[src/rtl/prog_pkg.sv]
// Shared definitions for the program-memory loader: opcode map, load FSM
// encoding and the instruction word layout.
package prog_pkg;

    // Opcode map (upper nibble of an instruction word)
    localparam logic [3:0] OP_NOP       = 4'b0000;
    localparam logic [3:0] OP_ADD       = 4'b0001;
    localparam logic [3:0] OP_SUB       = 4'b0010;
    localparam logic [3:0] OP_OUT       = 4'b0011;
    localparam logic [3:0] OP_IN        = 4'b0100;
    localparam logic [3:0] OP_LOAD      = 4'b0101;
    localparam logic [3:0] OP_MAX_LEGAL = 4'b0101;

    // Load FSM states
    typedef enum logic [1:0] {
        IDLE    = 2'd0,
        HI_HELD = 2'd1,
        FULL    = 2'd2
    } load_state_e;

    // Instruction word: opcode nibble in [7:4], operand nibble in [3:0]
    typedef struct packed {
        logic [3:0] opcode;
        logic [3:0] operand;
    } instr_word_t;

    // True when the opcode nibble is part of the defined instruction set
    function automatic logic is_legal_op(input logic [3:0] op);
        return op <= OP_MAX_LEGAL;
    endfunction

endpackage

[src/rtl/prog_mem_array.sv]
// DEPTH x DW register array: synchronous write, registered read port that
// holds its last value when not read, synchronous clear of contents and read data.
module prog_mem_array #(
    parameter int unsigned DEPTH = 8,
    parameter int unsigned AW    = 3,
    parameter int unsigned DW    = 8
) (
    input  logic          clk,
    input  logic          clr,
    input  logic          we,
    input  logic [AW-1:0] waddr,
    input  logic [DW-1:0] wdata,
    input  logic          rd_en,
    input  logic [AW-1:0] raddr,
    output logic [DW-1:0] rdata
);

    logic [DW-1:0] mem_q [DEPTH];
    logic [DW-1:0] mem_d [DEPTH];
    logic [DW-1:0] rdata_q;
    logic [DW-1:0] rdata_d;

    // Next contents and next read data
    always_comb begin
        mem_d   = mem_q;
        rdata_d = rdata_q;
        if (we) begin
            mem_d[waddr] = wdata;
        end
        if (rd_en) begin
            rdata_d = mem_q[raddr];
        end
    end

    // Storage and read register; clear wipes every word back to NOP
    always_ff @(posedge clk) begin
        if (clr) begin
            for (int i = 0; i < int'(DEPTH); i++) begin
                mem_q[i] <= '0;
            end
            rdata_q <= '0;
        end else begin
            mem_q   <= mem_d;
            rdata_q <= rdata_d;
        end
    end

    assign rdata = rdata_q;

endmodule

[src/rtl/prog_mem_loader.sv]
// Program-memory responder: assembles keyboard nibbles into instruction words
// in load mode and serves 1-cycle-latency fetches in run mode.
// Optional build macro PROG_MEM_OPCODE_CHECK_EN: illegal opcode nibbles are
// stored as NOP and flagged on the sticky bad_op output.
module prog_mem_loader
    import prog_pkg::*;
#(
    parameter int unsigned DEPTH = 8,
    parameter int unsigned AW    = $clog2(DEPTH),
    parameter int unsigned DW    = 8
) (
    input  logic          clk1,
    input  logic          MainClear,
    input  logic          load_en,
    input  logic [3:0]    kbd,
    input  logic          kbd_valid,
    input  logic          fetch_req,
    input  logic [AW-1:0] fetch_addr,
    output logic          fetch_valid,
    output logic [DW-1:0] instr,
    output logic [AW-1:0] wr_ptr,
    output logic          load_done,
    output logic          nib_pending
`ifdef PROG_MEM_OPCODE_CHECK_EN
    ,
    output logic          bad_op
`endif
);

    localparam logic [1:0] ST_IDLE    = IDLE;
    localparam logic [1:0] ST_HI_HELD = HI_HELD;
    localparam logic [1:0] ST_FULL    = FULL;

    logic [1:0]    state_q, state_d;
    logic [3:0]    hi_q, hi_d;
    logic [AW-1:0] wr_ptr_q, wr_ptr_d;
    logic          load_done_q, load_done_d;
    logic          nib_pending_q, nib_pending_d;
    logic          fetch_valid_q, fetch_valid_d;
`ifdef PROG_MEM_OPCODE_CHECK_EN
    logic          bad_op_q, bad_op_d;
`endif

    logic          mem_we;
    instr_word_t   mem_wdata;
    logic          rd_en;

    // Load FSM, write pointer and fetch handshake next-state logic
    always_comb begin
        state_d       = state_q;
        hi_d          = hi_q;
        wr_ptr_d      = wr_ptr_q;
        mem_we        = 1'b0;
        mem_wdata     = '0;
`ifdef PROG_MEM_OPCODE_CHECK_EN
        bad_op_d      = bad_op_q;
`endif
        case (state_q)
            ST_IDLE: begin
                if (load_en && kbd_valid && !load_done_q) begin
                    hi_d    = kbd;
`ifdef PROG_MEM_OPCODE_CHECK_EN
                    if (!is_legal_op(kbd)) begin
                        hi_d     = OP_NOP;
                        bad_op_d = 1'b1;
                    end
`endif
                    state_d = ST_HI_HELD;
                end
            end
            ST_HI_HELD: begin
                // Without load_en the opcode nibble is simply held
                if (load_en && kbd_valid) begin
                    mem_we            = 1'b1;
                    mem_wdata.opcode  = hi_q;
                    mem_wdata.operand = kbd;
                    wr_ptr_d          = wr_ptr_q + AW'(1);
                    state_d           = (wr_ptr_q == AW'(DEPTH - 1)) ? ST_FULL : ST_IDLE;
                end
            end
            ST_FULL: begin
                state_d = ST_FULL;
            end
            default: begin
                state_d = ST_IDLE;
            end
        endcase
        load_done_d   = (state_d == ST_FULL);
        nib_pending_d = (state_d == ST_HI_HELD);
        // Load mode wins over a fetch request
        rd_en         = fetch_req && !load_en;
        fetch_valid_d = rd_en;
    end

    // State and output registers with synchronous clear
    always_ff @(posedge clk1) begin
        if (MainClear) begin
            state_q       <= ST_IDLE;
            hi_q          <= '0;
            wr_ptr_q      <= '0;
            load_done_q   <= 1'b0;
            nib_pending_q <= 1'b0;
            fetch_valid_q <= 1'b0;
`ifdef PROG_MEM_OPCODE_CHECK_EN
            bad_op_q      <= 1'b0;
`endif
        end else begin
            state_q       <= state_d;
            hi_q          <= hi_d;
            wr_ptr_q      <= wr_ptr_d;
            load_done_q   <= load_done_d;
            nib_pending_q <= nib_pending_d;
            fetch_valid_q <= fetch_valid_d;
`ifdef PROG_MEM_OPCODE_CHECK_EN
            bad_op_q      <= bad_op_d;
`endif
        end
    end

    prog_mem_array #(
        .DEPTH (DEPTH),
        .AW    (AW),
        .DW    (DW)
    ) u_mem (
        .clk   (clk1),
        .clr   (MainClear),
        .we    (mem_we),
        .waddr (wr_ptr_q),
        .wdata (mem_wdata),
        .rd_en (rd_en),
        .raddr (fetch_addr),
        .rdata (instr)
    );

    assign fetch_valid = fetch_valid_q;
    assign wr_ptr      = wr_ptr_q;
    assign load_done   = load_done_q;
    assign nib_pending = nib_pending_q;
`ifdef PROG_MEM_OPCODE_CHECK_EN
    assign bad_op      = bad_op_q;
`endif

endmodule

[config.mk]
export PLATFORM = sky130hd
export DESIGN_NAME = prog_mem_loader
export DESIGN_NICKNAME = d
export VERILOG_FILES = /design/src/rtl/prog_pkg.sv /design/src/rtl/prog_mem_array.sv /design/src/rtl/prog_mem_loader.sv
export SDC_FILE = /design/constraint.sdc
export NUM_CORES = 1
export LEC_CHECK = 0
export ABC_AREA = 1
export CAP_MARGIN = 20
export CORE_MARGIN = 2
export CORE_UTILIZATION = 45
export CTS_BUF_LIST = sky130_fd_sc_hd__clkbuf_4 sky130_fd_sc_hd__clkbuf_8
export DETAILED_ROUTE_END_ITERATION = 8
export PLACE_DENSITY = 0.69
export SLEW_MARGIN = 20
export SYNTH_ARGS = -nofsm -noshare
export SYNTH_HDL_FRONTEND = slang
export SYNTH_HIERARCHICAL = 1
export SYNTH_SLANG_ARGS = --single-unit
[constraint.sdc]
create_clock -name clk1 -period 1.71 [get_ports clk1]
set_input_delay 0.342 -clock clk1 [delete_from_list [all_inputs] [get_ports clk1]]
set_output_delay 0.342 -clock clk1 [all_outputs]
set_load 0.01 [all_outputs]
==> impl_results.md <==
- CP arrival: about 1.3 ns
- Leakage: between 1.5 and 2 nW
- Pwr Total: ~0.0037 W
- Worst-path fanout max: 7
- Critical path class: flop to primary output
- Vias/cell: approximately 5.0
- Wire per inst: approximately 13 um
- Layout cells sized above 1: about an eighth
- Total core area: slightly above 8000 um^2
- CP max stage cell: clkdlybuf4s50_1
- Syn_area_per_cell: between 7 and 8 um^2
- # rows: 33
- Iter 0 DRT Violations: ~220
- Grt total ovfl: 0
- Sequential share of the synthesized area: between 40% and 50%
- Synth Warn #: 6
- Initial antenna violation count: 0
- Max_cap viols: 0
- DR DRC count: 0
- Clock Tree Buf Depth: 2
- Nets: about 590
- Gr usage total: a little over a fifth
- CP cell instances: clkdlybuf4s50_1
- Pwr per Cell Area: 822 nW/um^2
- Cells after Synth: 528
- Die W: 95.2 um
- CP bufs+invs: 1
- Final Util: 54.7%
- Worst-Margin Slew: approximately 0.42 ns
- FF+latch count, synth: 84
- Post-CTS Setup Bufs: 0
- Clock Skews: ~0.014 ns
- Cell family with most CP delay: buffers and inverters
- Critical Path Start Type: flop
- Fillers: between 700 and 800
- Minimum clock period: 1.65 ns
- Fin crit share: 96.5%
- Final hold violation count: 0
- Pin count of the biggest net entering global routing: 73
- Max incr delay on CP: about 0.56 ns
- Peak Freq: between 0.6 and 0.7 GHz
- Post-DRT Antenna Nets: 0
- CP Capture Type: primary output
- HPWL Detailed: ~6300 um
- Antenna diode instance count: 0
- # setup viols final: 0
- Clk_lat worst skew: ~0.36 ns
- IO Port Bufs: 25
- Clock root buffer: clkbuf_8
- Die ar.: 9070 um^2
- Crit path required time: between 1 and 1.5 ns
- Outcome: finished clean
- Netlist cell types: 23
- VDD IR max: roughly 560 uV
- Clock Pin Slew Worst Setup and Hold Paths: approximately 0.090 ns
- I/O Pins: 26
- Final WL: 9000 um
- Initial Util: a little under half
- Hold Buf Count CTS: 0
- Mapped Area: 3750 um^2
- Total number of vias: ~3400
- RSZ-0062 raised after global routing: true
- Synthesis-to-finish area growth: 18.7%
- Register Area: ~1700 um^2
- Multi-input logic area: roughly 1600 um^2
- Die height: between 90 and 100 um
- Slew HR: between 70% and 80%
- Global placement routability congestion: 0.900
- Pins over their slew limit: 0
- DR pass1 iterations: 4
- Cts bufs inserted: 9
- Synthesized net count: between 500 and 600
- # H-tree levels: 3
- Global-route wire length before repair: 14800 um
- CTS Sinks: 84
- Vias in the first global route: roughly 3100
- Hold WC Path Type: flop to flop
- TritonCTS clock tree: done
path summary, 6_finish.rpt:
kind	end	cells past startpoint	slack (ns)	start
min reg2reg	u_mem/mem_q[31]	2	0.46	u_mem/mem_q[31]
max reg2reg	u_mem/mem_q[12]	7	0.16	state_q[0]
min	u_mem/mem_q[31]	2	0.46	u_mem/mem_q[31]
max	wr_ptr[2]	1	0.06	wr_ptr[2]
registers in the layout, summed over array words and instances, names as in the netlist:
signal / flops
u_mem/mem_q: 64
u_mem/rdata: 8
hi_q: 4
wr_ptr: 3
state_q: 2
fetch_valid: 1
load_done: 1
nib_pending: 1
tightest hold or removal path, delay by kind of cell, from the launching register on:
family / cells / cell delay [ns]
AO/OA/AOI/OAI: 1 / 0.05
buffers and inverters: 1 / 0.06
flip-flops: 1 / 0.31
repair_timing:
action                     in CTS  in global routing
setup endpoints to repair       3                 17
resized for setup               3                  5
hold endpoints to repair        0                  0
through the flow:
stage	hold slack, ns	area (um^2)	setup slack (ns)	TNS (ns)	instances
5_1_grt	0.471	4450	-0.0168	-0.0214	682
4_1_cts	0.456	4430	0.0229	0	682
2_1_floorplan	0.411	3750	0.295	0	528
3_5_place_dp	0.442	4250	-0.278	-14.49	666
6_report	0.455	4450	0.0594	0	682
3_3_place_gp	0.437	4250	-0.252	-11.76	666
synth_stat cells:
| library cell | count | area, um^2 |
|---|---|---|
| nor3_1 | 1 | 5.00 |
| nand2_4 | 1 | 11.3 |
| ha_1 | 2 | 25.0 |
| nor3_2 | 1 | 10.0 |
| inv_2 | 4 | 15.0 |
| nor2_4 | 2 | 22.5 |
| nor2_1 | 22 | 82.6 |
| o21ai_0 | 71 | 355 |
| nor2_2 | 1 | 6.26 |
| dfxtp_1 | 84 | 1680 |
| clkbuf_1 | 9 | 33.8 |
| o21ai_1 | 1 | 5.00 |
| buf_2 | 10 | 50.1 |
| nand2_1 | 90 | 338 |
| or2_2 | 1 | 6.26 |
| nand3_1 | 53 | 265 |
| a21oi_1 | 80 | 400 |
| nand2_2 | 2 | 12.5 |
| inv_1 | 83 | 312 |
| nand3_2 | 1 | 10.0 |
| nor2_8 | 1 | 20.0 |
| buf_6 | 5 | 56.3 |
| buf_4 | 3 | 22.5 |
cell families (layout without fill, tap and decap cells):
group | count (synthesis) | after routing | share of synthesized area (%)
buf+inv | 114 | 163 | 13.1
flops | 84 | 84 | 44.9
compound gates | 152 | 152 | 20.3
fa+ha+maj | 2 | 2 | 0.668
simple gates | 176 | 176 | 21.1
power breakdown:
group	leakage [nW]	internal, W	switching (W)	total [W]
Combinational	1.10	0.000162	0.000218	0.000380
Sequential	0.681	0.00199	0.0000177	0.00200
Clock	0.0896	0.000534	0.000737	0.00127
Total	1.87	0.00268	0.000973	0.00366
area by class of cell:
type                       instances  area share, %
sequential                        84           38.0
tap                              105           2.96
clock buffer                       9           2.79
inverter                          87           7.35
timing repair buffer              60           12.2
clock inverter                     7           1.18
multi-input combinational        330           35.6
cells in the final DEF (no fill, tap or decap):
master	Yosys	layout
nand2_1	90	87
inv_1	83	83
dfxtp_1	84	81
a21oi_1	80	80
o21ai_0	71	71
nand3_1	53	53
buf_4	3	33
clkdlybuf4s50_1	0	24
nor2_1	22	22
clkbuf_8	0	9
nand2_2	2	5
inv_2	4	4
clkinv_4	0	3
nor2_4	2	2
ha_1	2	2
clkinv_2	0	2
buf_12	0	2
dfxtp_2	0	2
nand2_4	1	1
nor2_8	1	1
nor2_2	1	1
or2_2	1	1
nor3_1	1	1
inv_6	0	1
clkinvlp_4	0	1
dlymetal6s2s_1	0	1
o21ai_1	1	1
nand3_2	1	1
nor3_2	1	1
dfxtp_4	0	1
metal layers:
| layer | track usage, % | vias to the layer above | share of wire [%] | wire length [um] |
|---|---|---|---|---|
| li1 | - | 1781 | - | - |
| met1 | 25.6 | 1540 | 45 | 4090 |
| met2 | 35.9 | 61 | 48 | 4370 |
| met3 | 5.69 | 14 | 4.1 | 365 |
| met4 | 7.73 | 0 | 2.0 | 181 |
| met5 | 0 | - | 0 | 0 |
Power figures use the tool's default switching activity.
